### config.mk
export PLATFORM = sky130hd
export DESIGN_NAME = multiplier_flat
export DESIGN_NICKNAME = d
export VERILOG_FILES = /design/src/rtl/multiplier_if.sv /design/src/rtl/multiplier.sv /design/src/flat_wrapper.sv
export SDC_FILE = /design/constraint.sdc
export NUM_CORES = 1
export LEC_CHECK = 0
export ABC_AREA = 1
export CAP_MARGIN = 30
export CORE_UTILIZATION = 45
export CTS_CLUSTER_DIAMETER = 60
export DETAILED_ROUTE_END_ITERATION = 12
export PLACE_DENSITY = 0.67
export SLEW_MARGIN = 20
export SYNTH_ARGS = -nofsm -noshare
export SYNTH_HDL_FRONTEND = slang
export SYNTH_SLANG_ARGS = --single-unit
### constraint.sdc
create_clock -name clk_i -period 7.62 [get_ports clk_i]
set_input_delay 1.524 -clock clk_i [delete_from_list [all_inputs] [get_ports clk_i]]
set_output_delay 1.524 -clock clk_i [all_outputs]
set_load 0.05 [all_outputs]
### src/rtl/multiplier_if.sv
// Execute-stage multiply port bundle: core-side controls and operands in,
// selected product word and pipeline stall out.
interface multiplier_if #(
  parameter int unsigned XLEN = 32
);
  logic [2:0]      state_i;
  logic [XLEN-1:0] op1_i;
  logic [XLEN-1:0] op2_i;
  logic            is_mul_i;
  logic            is_mulh_i;
  logic            is_mulhsu_i;
  logic            is_mulhu_i;
  logic [XLEN-1:0] writeback_val_o;
  logic            stall_ex_o;

  modport master (
    output state_i, op1_i, op2_i, is_mul_i, is_mulh_i, is_mulhsu_i, is_mulhu_i,
    input  writeback_val_o, stall_ex_o
  );

  modport slave (
    input  state_i, op1_i, op2_i, is_mul_i, is_mulh_i, is_mulhsu_i, is_mulhu_i,
    output writeback_val_o, stall_ex_o
  );
endinterface

### src/rtl/multiplier.sv
// Iterative shift-add multiplier for RV32M MUL/MULH/MULHSU/MULHU. Multiplies
// operand magnitudes, then fixes the sign and selects the low or high word.
module multiplier #(
  parameter int unsigned XLEN       = 32,
  parameter int unsigned UNROLL     = 1,
  parameter logic [2:0]  EXECUTE_2  = 3'd3,
  parameter logic [2:0]  WRITE_BACK = 3'd4
) (
  input  logic         clk_i,
  input  logic         rst_ni,
  multiplier_if.slave  bus
);

  localparam int unsigned N  = XLEN / UNROLL;
  localparam int unsigned CW = (N > 1) ? $clog2(N) : 1;

  typedef enum logic [1:0] {
    S_IDLE,
    S_BUSY,
    S_DONE
  } state_e;

  state_e            state_q, state_d;
  logic [CW-1:0]     cnt_q;
  logic [2*XLEN-1:0] acc_q, mcand_q;
  logic [XLEN-1:0]   mplier_q;
  logic              neg_q, sel_hi_q;
  logic [XLEN-1:0]   result_q;

  logic              mul_en, in_exec, stall, start, finish;
  logic              op1_neg, op2_neg;
  logic [XLEN-1:0]   mag1, mag2;
  logic [2*XLEN-1:0] acc_step, mc_step, product;
  logic [XLEN-1:0]   mp_step;

  assign mul_en  = bus.is_mul_i | bus.is_mulh_i | bus.is_mulhsu_i | bus.is_mulhu_i;
  assign in_exec = (bus.state_i == EXECUTE_2);

  // Signed operands are reduced to magnitudes; 0x80000000 stays as an unsigned magnitude.
  assign op1_neg = (bus.is_mulh_i | bus.is_mulhsu_i) & bus.op1_i[XLEN-1];
  assign op2_neg = bus.is_mulh_i & bus.op2_i[XLEN-1];
  assign mag1    = op1_neg ? (~bus.op1_i + 1'b1) : bus.op1_i;
  assign mag2    = op2_neg ? (~bus.op2_i + 1'b1) : bus.op2_i;

  always_comb begin
    state_d = state_q;
    stall   = 1'b0;
    start   = 1'b0;
    finish  = 1'b0;
    case (state_q)
      S_IDLE: begin
        if (in_exec && mul_en) begin
          stall   = 1'b1;
          start   = 1'b1;
          state_d = S_BUSY;
        end
      end
      S_BUSY: begin
        if (!in_exec) begin
          state_d = S_IDLE;
        end else begin
          stall = 1'b1;
          if (cnt_q == CW'(N - 1)) begin
            finish  = 1'b1;
            state_d = S_DONE;
          end
        end
      end
      S_DONE: begin
        if (bus.state_i == WRITE_BACK) state_d = S_IDLE;
      end
      default: state_d = S_IDLE;
    endcase
  end

  // Multiplicand is shifted left once per step, equivalent to shifting by the bit index.
  always_comb begin
    acc_step = acc_q;
    mc_step  = mcand_q;
    mp_step  = mplier_q;
    for (int unsigned i = 0; i < UNROLL; i++) begin
      if (mp_step[0]) acc_step = acc_step + mc_step;
      mc_step = mc_step << 1;
      mp_step = mp_step >> 1;
    end
    product = neg_q ? (~acc_step + 1'b1) : acc_step;
  end

  always_ff @(posedge clk_i or negedge rst_ni) begin
    if (!rst_ni) begin
      state_q  <= S_IDLE;
      cnt_q    <= '0;
      acc_q    <= '0;
      mcand_q  <= '0;
      mplier_q <= '0;
      neg_q    <= 1'b0;
      sel_hi_q <= 1'b0;
      result_q <= '0;
    end else begin
      state_q <= state_d;
      if (start) begin
        mcand_q  <= {{XLEN{1'b0}}, mag1};
        mplier_q <= mag2;
        acc_q    <= '0;
        cnt_q    <= '0;
        neg_q    <= op1_neg ^ op2_neg;
        sel_hi_q <= ~bus.is_mul_i;
      end else if (state_q == S_BUSY && in_exec) begin
        acc_q    <= acc_step;
        mcand_q  <= mc_step;
        mplier_q <= mp_step;
        cnt_q    <= cnt_q + 1'b1;
      end
      if (finish) begin
        result_q <= sel_hi_q ? product[2*XLEN-1:XLEN] : product[XLEN-1:0];
      end
    end
  end

  // Stall is combinational, so it is also gated by reset to drop without a clock.
  assign bus.stall_ex_o      = stall & rst_ni;
  assign bus.writeback_val_o = result_q;

endmodule
### src/flat_wrapper.sv
// flat-port wrapper written by rule: the top's interface ports become plain ports
module multiplier_flat 
#(
  parameter int unsigned XLEN       = 32,
  parameter int unsigned UNROLL     = 1,
  parameter logic [2:0]  EXECUTE_2  = 3'd3,
  parameter logic [2:0]  WRITE_BACK = 3'd4
)
  (clk_i, rst_ni, bus_state_i, bus_op1_i, bus_op2_i, bus_is_mul_i, bus_is_mulh_i, bus_is_mulhsu_i, bus_is_mulhu_i, bus_writeback_val_o, bus_stall_ex_o);
  multiplier_if #(.XLEN(XLEN)) bus_i ();
  input  logic clk_i;
  input  logic rst_ni;
  input wire logic [$bits(bus_i.state_i)-1:0] bus_state_i;
  input wire logic [$bits(bus_i.op1_i)-1:0] bus_op1_i;
  input wire logic [$bits(bus_i.op2_i)-1:0] bus_op2_i;
  input wire logic [$bits(bus_i.is_mul_i)-1:0] bus_is_mul_i;
  input wire logic [$bits(bus_i.is_mulh_i)-1:0] bus_is_mulh_i;
  input wire logic [$bits(bus_i.is_mulhsu_i)-1:0] bus_is_mulhsu_i;
  input wire logic [$bits(bus_i.is_mulhu_i)-1:0] bus_is_mulhu_i;
  output wire logic [$bits(bus_i.writeback_val_o)-1:0] bus_writeback_val_o;
  output wire logic [$bits(bus_i.stall_ex_o)-1:0] bus_stall_ex_o;
  assign bus_i.state_i = bus_state_i;
  assign bus_i.op1_i = bus_op1_i;
  assign bus_i.op2_i = bus_op2_i;
  assign bus_i.is_mul_i = bus_is_mul_i;
  assign bus_i.is_mulh_i = bus_is_mulh_i;
  assign bus_i.is_mulhsu_i = bus_is_mulhsu_i;
  assign bus_i.is_mulhu_i = bus_is_mulhu_i;
  assign bus_writeback_val_o = bus_i.writeback_val_o;
  assign bus_stall_ex_o = bus_i.stall_ex_o;
  multiplier #(.XLEN(XLEN), .UNROLL(UNROLL), .EXECUTE_2(EXECUTE_2), .WRITE_BACK(WRITE_BACK)) u_core (.clk_i(clk_i), .rst_ni(rst_ni), .bus(bus_i));
endmodule
# Word-level counts from Yosys, hierarchy flattened

Cells that the tools add are included.

$add $sub $neg: 5
Equality and inequality tests: 8
Multiplexer cells: 25
Bitwise gates (word level): 12
Reduce and logical (&&, ||, !) cells: 5

Operators with widths:

| cell                  | count |
|---|---|
| $mux 64               | 6 |
| $mux 32               | 5 |
| $add 32x1->32 const B | 2 |
| $add 64x1->64 const B | 1 |
| $add 64x64->64        | 1 |
| $not 32->32           | 2 |
| $not 64->64           | 1 |
| $mux 5                | 2 |
| $mux 2                | 4 |
| $mux 1                | 6 |
| $pmux 2 s3            | 1 |
| $add 5x1->5 const B   | 1 |
| $eq 5x5->1 const B    | 1 |
| $ne 2x1->1 const B    | 2 |
| $or 1x1->1            | 4 |
| $and 1x1->1           | 3 |
| $eq 3x2->1 const B    | 1 |
| $eq 3x3->1 const B    | 1 |
| $ne 3x3->1 const B    | 1 |
| $reduce_and 3->1      | 1 |
| $eq 2x1->1 const B    | 1 |
| $eq 2x2->1 const B    | 1 |
| $logic_and 1x1->1     | 2 |
| $logic_not 2->1       | 1 |
| 4 further kinds       | 4 |

Bits in registers: 201
Bits of input ports: 73
Output and inout bits: 33
Logic and storage cells: 63

# Depth between registers and ports, before layout

Depth after elaboration: 7
Depth in mapped cells: 28
Mapped depth without buffers: 28

# Worst setup path after synthesis

Ideal clock, no wire load.

Kind: input to output
From: input bus_state_i[0]
To: output bus_stall_ex_o
Arrival: 3,282 ps
Required time: 6,096 ps
Setup slack: 2,814 ps
Cell stages on the path: 7
Buffers on the path: 1
Cells stage by stage: inv_1 -> nor3_1 -> nand2_1 -> inv_1 -> nor2_1 -> clkbuf_1 -> nor2_1

Word-level cells in the longest chain between the ends: 5
Elaborated cells between the ends (all ways): 6

RTL lines:

| what              | RTL line           | text |
|---|---|---|
| start, declared   | flat_wrapper.sv:13 | `input wire logic [$bits(bus_i.state_i)-1:0] bus_state_i;` |
| $eq 3x2->1 (*)    | multiplier.sv:37   | `assign in_exec = (bus.state_i == EXECUTE_2);` |
| $logic_and 1x1->1 | multiplier.sv:52   | `if (in_exec && mul_en) begin` |
| $mux 1            | multiplier.sv:52   |  |
| $pmux 1 s2 (*)    | multiplier.sv:50   | `case (state_q)` |
| $and 1x1->1 (*)   | multiplier.sv:121  | `assign bus.stall_ex_o = stall & rst_ni;` |
| end, declared     | flat_wrapper.sv:21 | `output wire logic [$bits(bus_i.stall_ex_o)-1:0] bus_stall_ex_o;` |

Mark *: on every way between the ends. The rest lies on a longest branch, timed or not.

# Worst setup path in the final report

Same ends and word-level chain as after synthesis.

==> flow_summary.ini <==
[status]
status = finished clean

[yosys]
syn_inst = 3261
synthAdderAreaFrac = 0.04567
ys.flop_type = dfrtp_1
synth.distinct_cells = 52
synth_top_family_by_area = simple AND/OR/NAND/NOR gates
syn_avg_cell_area_um2 = 5.847
yosysWarnings = 0
synth_nets = 3403
ys_seq_elements = 201
async_reset_ff_frac = 1.000
synth-edff-count = 0
synthXorXnorAreaFrac = 0.02572
synth_compound_area_frac = 0.1360
synth_area_um2 = 19070
synthMuxAreaShare = 0
yosysSeqAreaShare = 0.2638
yosys.area_share.simple = 0.3966

[placement]
globalplace.congestion = 1.023
numPlacedInstances = 3827
io_buffers = 105
dp_hpwl_um = 59170
placed_area_um2 = 20570

[finish]
diodes = 0
finalInstanceArea_um2 = 21700
nets = 3465
drive_gt1_frac = 0.05287
area_growth_pct = 13.80
stdcell_count = 3887

[routing]
num_vias = 21270
drtIter0Drc = 1999
final_antenna_net_count = 0
drtPass1Iterations = 5
routed_wl_um = 74110
drc = 0
routedWlPerCell_um = 19.07
viasPerCell = 5.473

[min_path]
min_path_type = reg -> reg

[setup_path]
crit_fanout = 6
crit_path_end_kind = primary output
cp-start-kind = primary input
path_class = in -> out
arrival_ns = 3.78
worstPathRequired_ns = 6.10

[clocking]
cts.clk_slew.worst_paths_ns = 0.06
cts_resized = 0
cts.sinks = 201
htree_num_levels = 1
ctsHoldBuffers = 0
cts_buffer_depth = 3
numCtsBuffers = 31
cts_setup_buffers = 0
cts_tree = built
clk_latency_ns = 0.59
clock-root-buffer = clkbuf_16

[die]
die-height_um = 207.9
dieWidth_um = 207.9
io-pin-count = 106
dieArea_um2 = 43200
coreArea_um2 = 41850
rows = 75
initial_core_util = 0.4556

[global_route]
grt_antenna_before_repair = 0
grt_pass1_vias = 20210
grt-ovfl-total = 0
grt_max_degree = 96
grt_use_total = 0.3433
grt_pass1_wl_um = 114900

[sta]
min_period_ns = 5.301
rsz0062_at_grt = no
fin_setup_tns_ns = 0
fin_hold_ws_ns = 0.4830
worst-slew-pin-transition_ns = 0.9742
finalSetupViolations = 0
fin_worst_skew_ns = 0.01266
hold_violations = 0
drv_slew = 0
fmax_mhz = 188.6
period_share = 0.6957
relSlewSlack = 0.3437

[pwr]
p_leak_nw = 11.57
power_density_nw_per_um2 = 205.0
ir_drop_mv = 0.1656

[job]
drv_cap = 0
==> state kept, by name, indices dropped and copies added, names as in the netlist <==
name                        count
u_core.sel_hi_q                 1
u_core.cnt_q                    5
u_core.state_q                  2
u_core.bus.writeback_val_o     32
u_core.acc_q                   64
u_core.mplier_q                32
u_core.mcand_q                 64
u_core.neg_q                    1
==> cells in the final DEF, fill, tap and decap left out, drive strengths merged, types with 46 or more instances in the layout <==
cell,synthesis,routed
a21oi,113,113
nor2,309,309
nand3,226,226
dfrtp,201,201
o21ai,218,218
nand2,1184,1184
clkdlybuf4s50,0,104
clkbuf,68,46
ha,68,68
o22ai,78,78
inv,562,568
==> layout make-up <==
type                       count  area, um2
fill                        4458      20150
multi-input combinational   2400      11530
sequential                   201       5032
inverter                     564       2120
timing repair buffer         125       1252
clock buffer                  45      888.4
tap                          539      674.4
clock inverter                13      198.9
==> metal layers <==
metal,routed length [um],vias to the layer above,global-route usage
met3,5467,127,0.05613
li1,-,10380,-
met4,2522,0,0.1103
met5,0,-,0
met2,33180,735,0.5548
met1,32940,10030,0.4668
==> worst paths after layout <==
kind	cells past startpoint	end	slack, ns	from
max	9	bus_stall_ex_o	2.32	bus_state_i[0]
max in group asynchronous	3	u_core.bus.writeback_val_o[28]$_DFFE_PN0P_	5.39	rst_ni
min	2	u_core.mplier_q[28]$_DFFE_PN0N_	0.48	u_core.mplier_q[28]$_DFFE_PN0N_
min reg2reg	2	u_core.mplier_q[28]$_DFFE_PN0N_	0.48	u_core.mplier_q[28]$_DFFE_PN0N_
min in group asynchronous	1	u_core.mplier_q[25]$_DFFE_PN0N_	0.94	rst_ni
max reg2reg	25	u_core.bus.writeback_val_o[28]$_DFFE_PN0P_	3.36	u_core.mcand_q[0]$_DFFE_PN0N_
==> cell usage after synthesis, types with 2 or more instances <==
master / count / area share
o211ai_1: 15 / 0.0059
nand3b_1: 6 / 0.0024
buf_4: 7 / 0.0028
inv_1: 544 / 0.11
nor3_1: 35 / 0.0092
o21ai_0: 198 / 0.052
clkinv_1: 2 / 0.00039
clkbuf_1: 68 / 0.013
nor3b_1: 3 / 0.0012
o21ai_4: 2 / 0.0017
o31ai_1: 4 / 0.0016
nand3_1: 212 / 0.056
nor2_4: 5 / 0.0030
ha_1: 68 / 0.045
a21oi_1: 111 / 0.029
nand3_2: 13 / 0.0068
nand2_2: 28 / 0.0092
a21oi_2: 2 / 0.00092
a22o_1: 2 / 0.00092
buf_2: 15 / 0.0039
o21ai_2: 2 / 0.00092
a31oi_1: 9 / 0.0030
inv_2: 18 / 0.0035
dfrtp_1: 201 / 0.26
nand2_1: 1155 / 0.23
and2_1: 6 / 0.0020
nor4_1: 7 / 0.0023
buf_1: 6 / 0.0012
or2_2: 7 / 0.0023
xnor2_1: 20 / 0.0092
o221ai_1: 8 / 0.0037
xor2_1: 36 / 0.017
nor2_2: 18 / 0.0059
nand4_1: 29 / 0.0095
nor2_1: 285 / 0.056
a21o_1: 2 / 0.00079
o21ai_1: 16 / 0.0042
a32o_1: 5 / 0.0026
o22ai_1: 78 / 0.026
==> where the power goes <==
group,total (mW),internal [mW],switching [mW]
clock network,1.51,0.948,0.566
logic,1.70,0.491,1.21
registers,1.24,1.17,0.0716
==> kinds of logic (layout without fill, tap and decap cells) <==
kind of cell	Yosys count	after routing
AND/OR/NAND/NOR	1815	1815
buffers and inverters	660	747
AO/OA/AOI/OAI	460	460
flip-flops	201	201
adder cells (fa/ha/maj)	69	69
XOR/XNOR	56	56
==> through the flow <==
stage	setup slack, ns	total power, mW	util
floorplan	2.814	2.375	-
global placement	2.283	2.891	0.4908
detailed placement	2.290	2.913	0.4915
CTS	2.287	4.439	0.5175
global route	2.217	4.720	0.5185
finish	2.319	4.449	0.5185
==> worst max-delay path: stages <==
cell and delay (ns):
clkdlybuf4s50_1 0.46, inv_1 0.05, nor3_1 0.20, buf_4 0.21, o41ai_1 0.08, nor2_1 0.24
nor2_4 0.05, nor2_1 0.11, clkdlybuf4s50_1 0.85
Note: power is estimated with default switching activity, not from simulation.
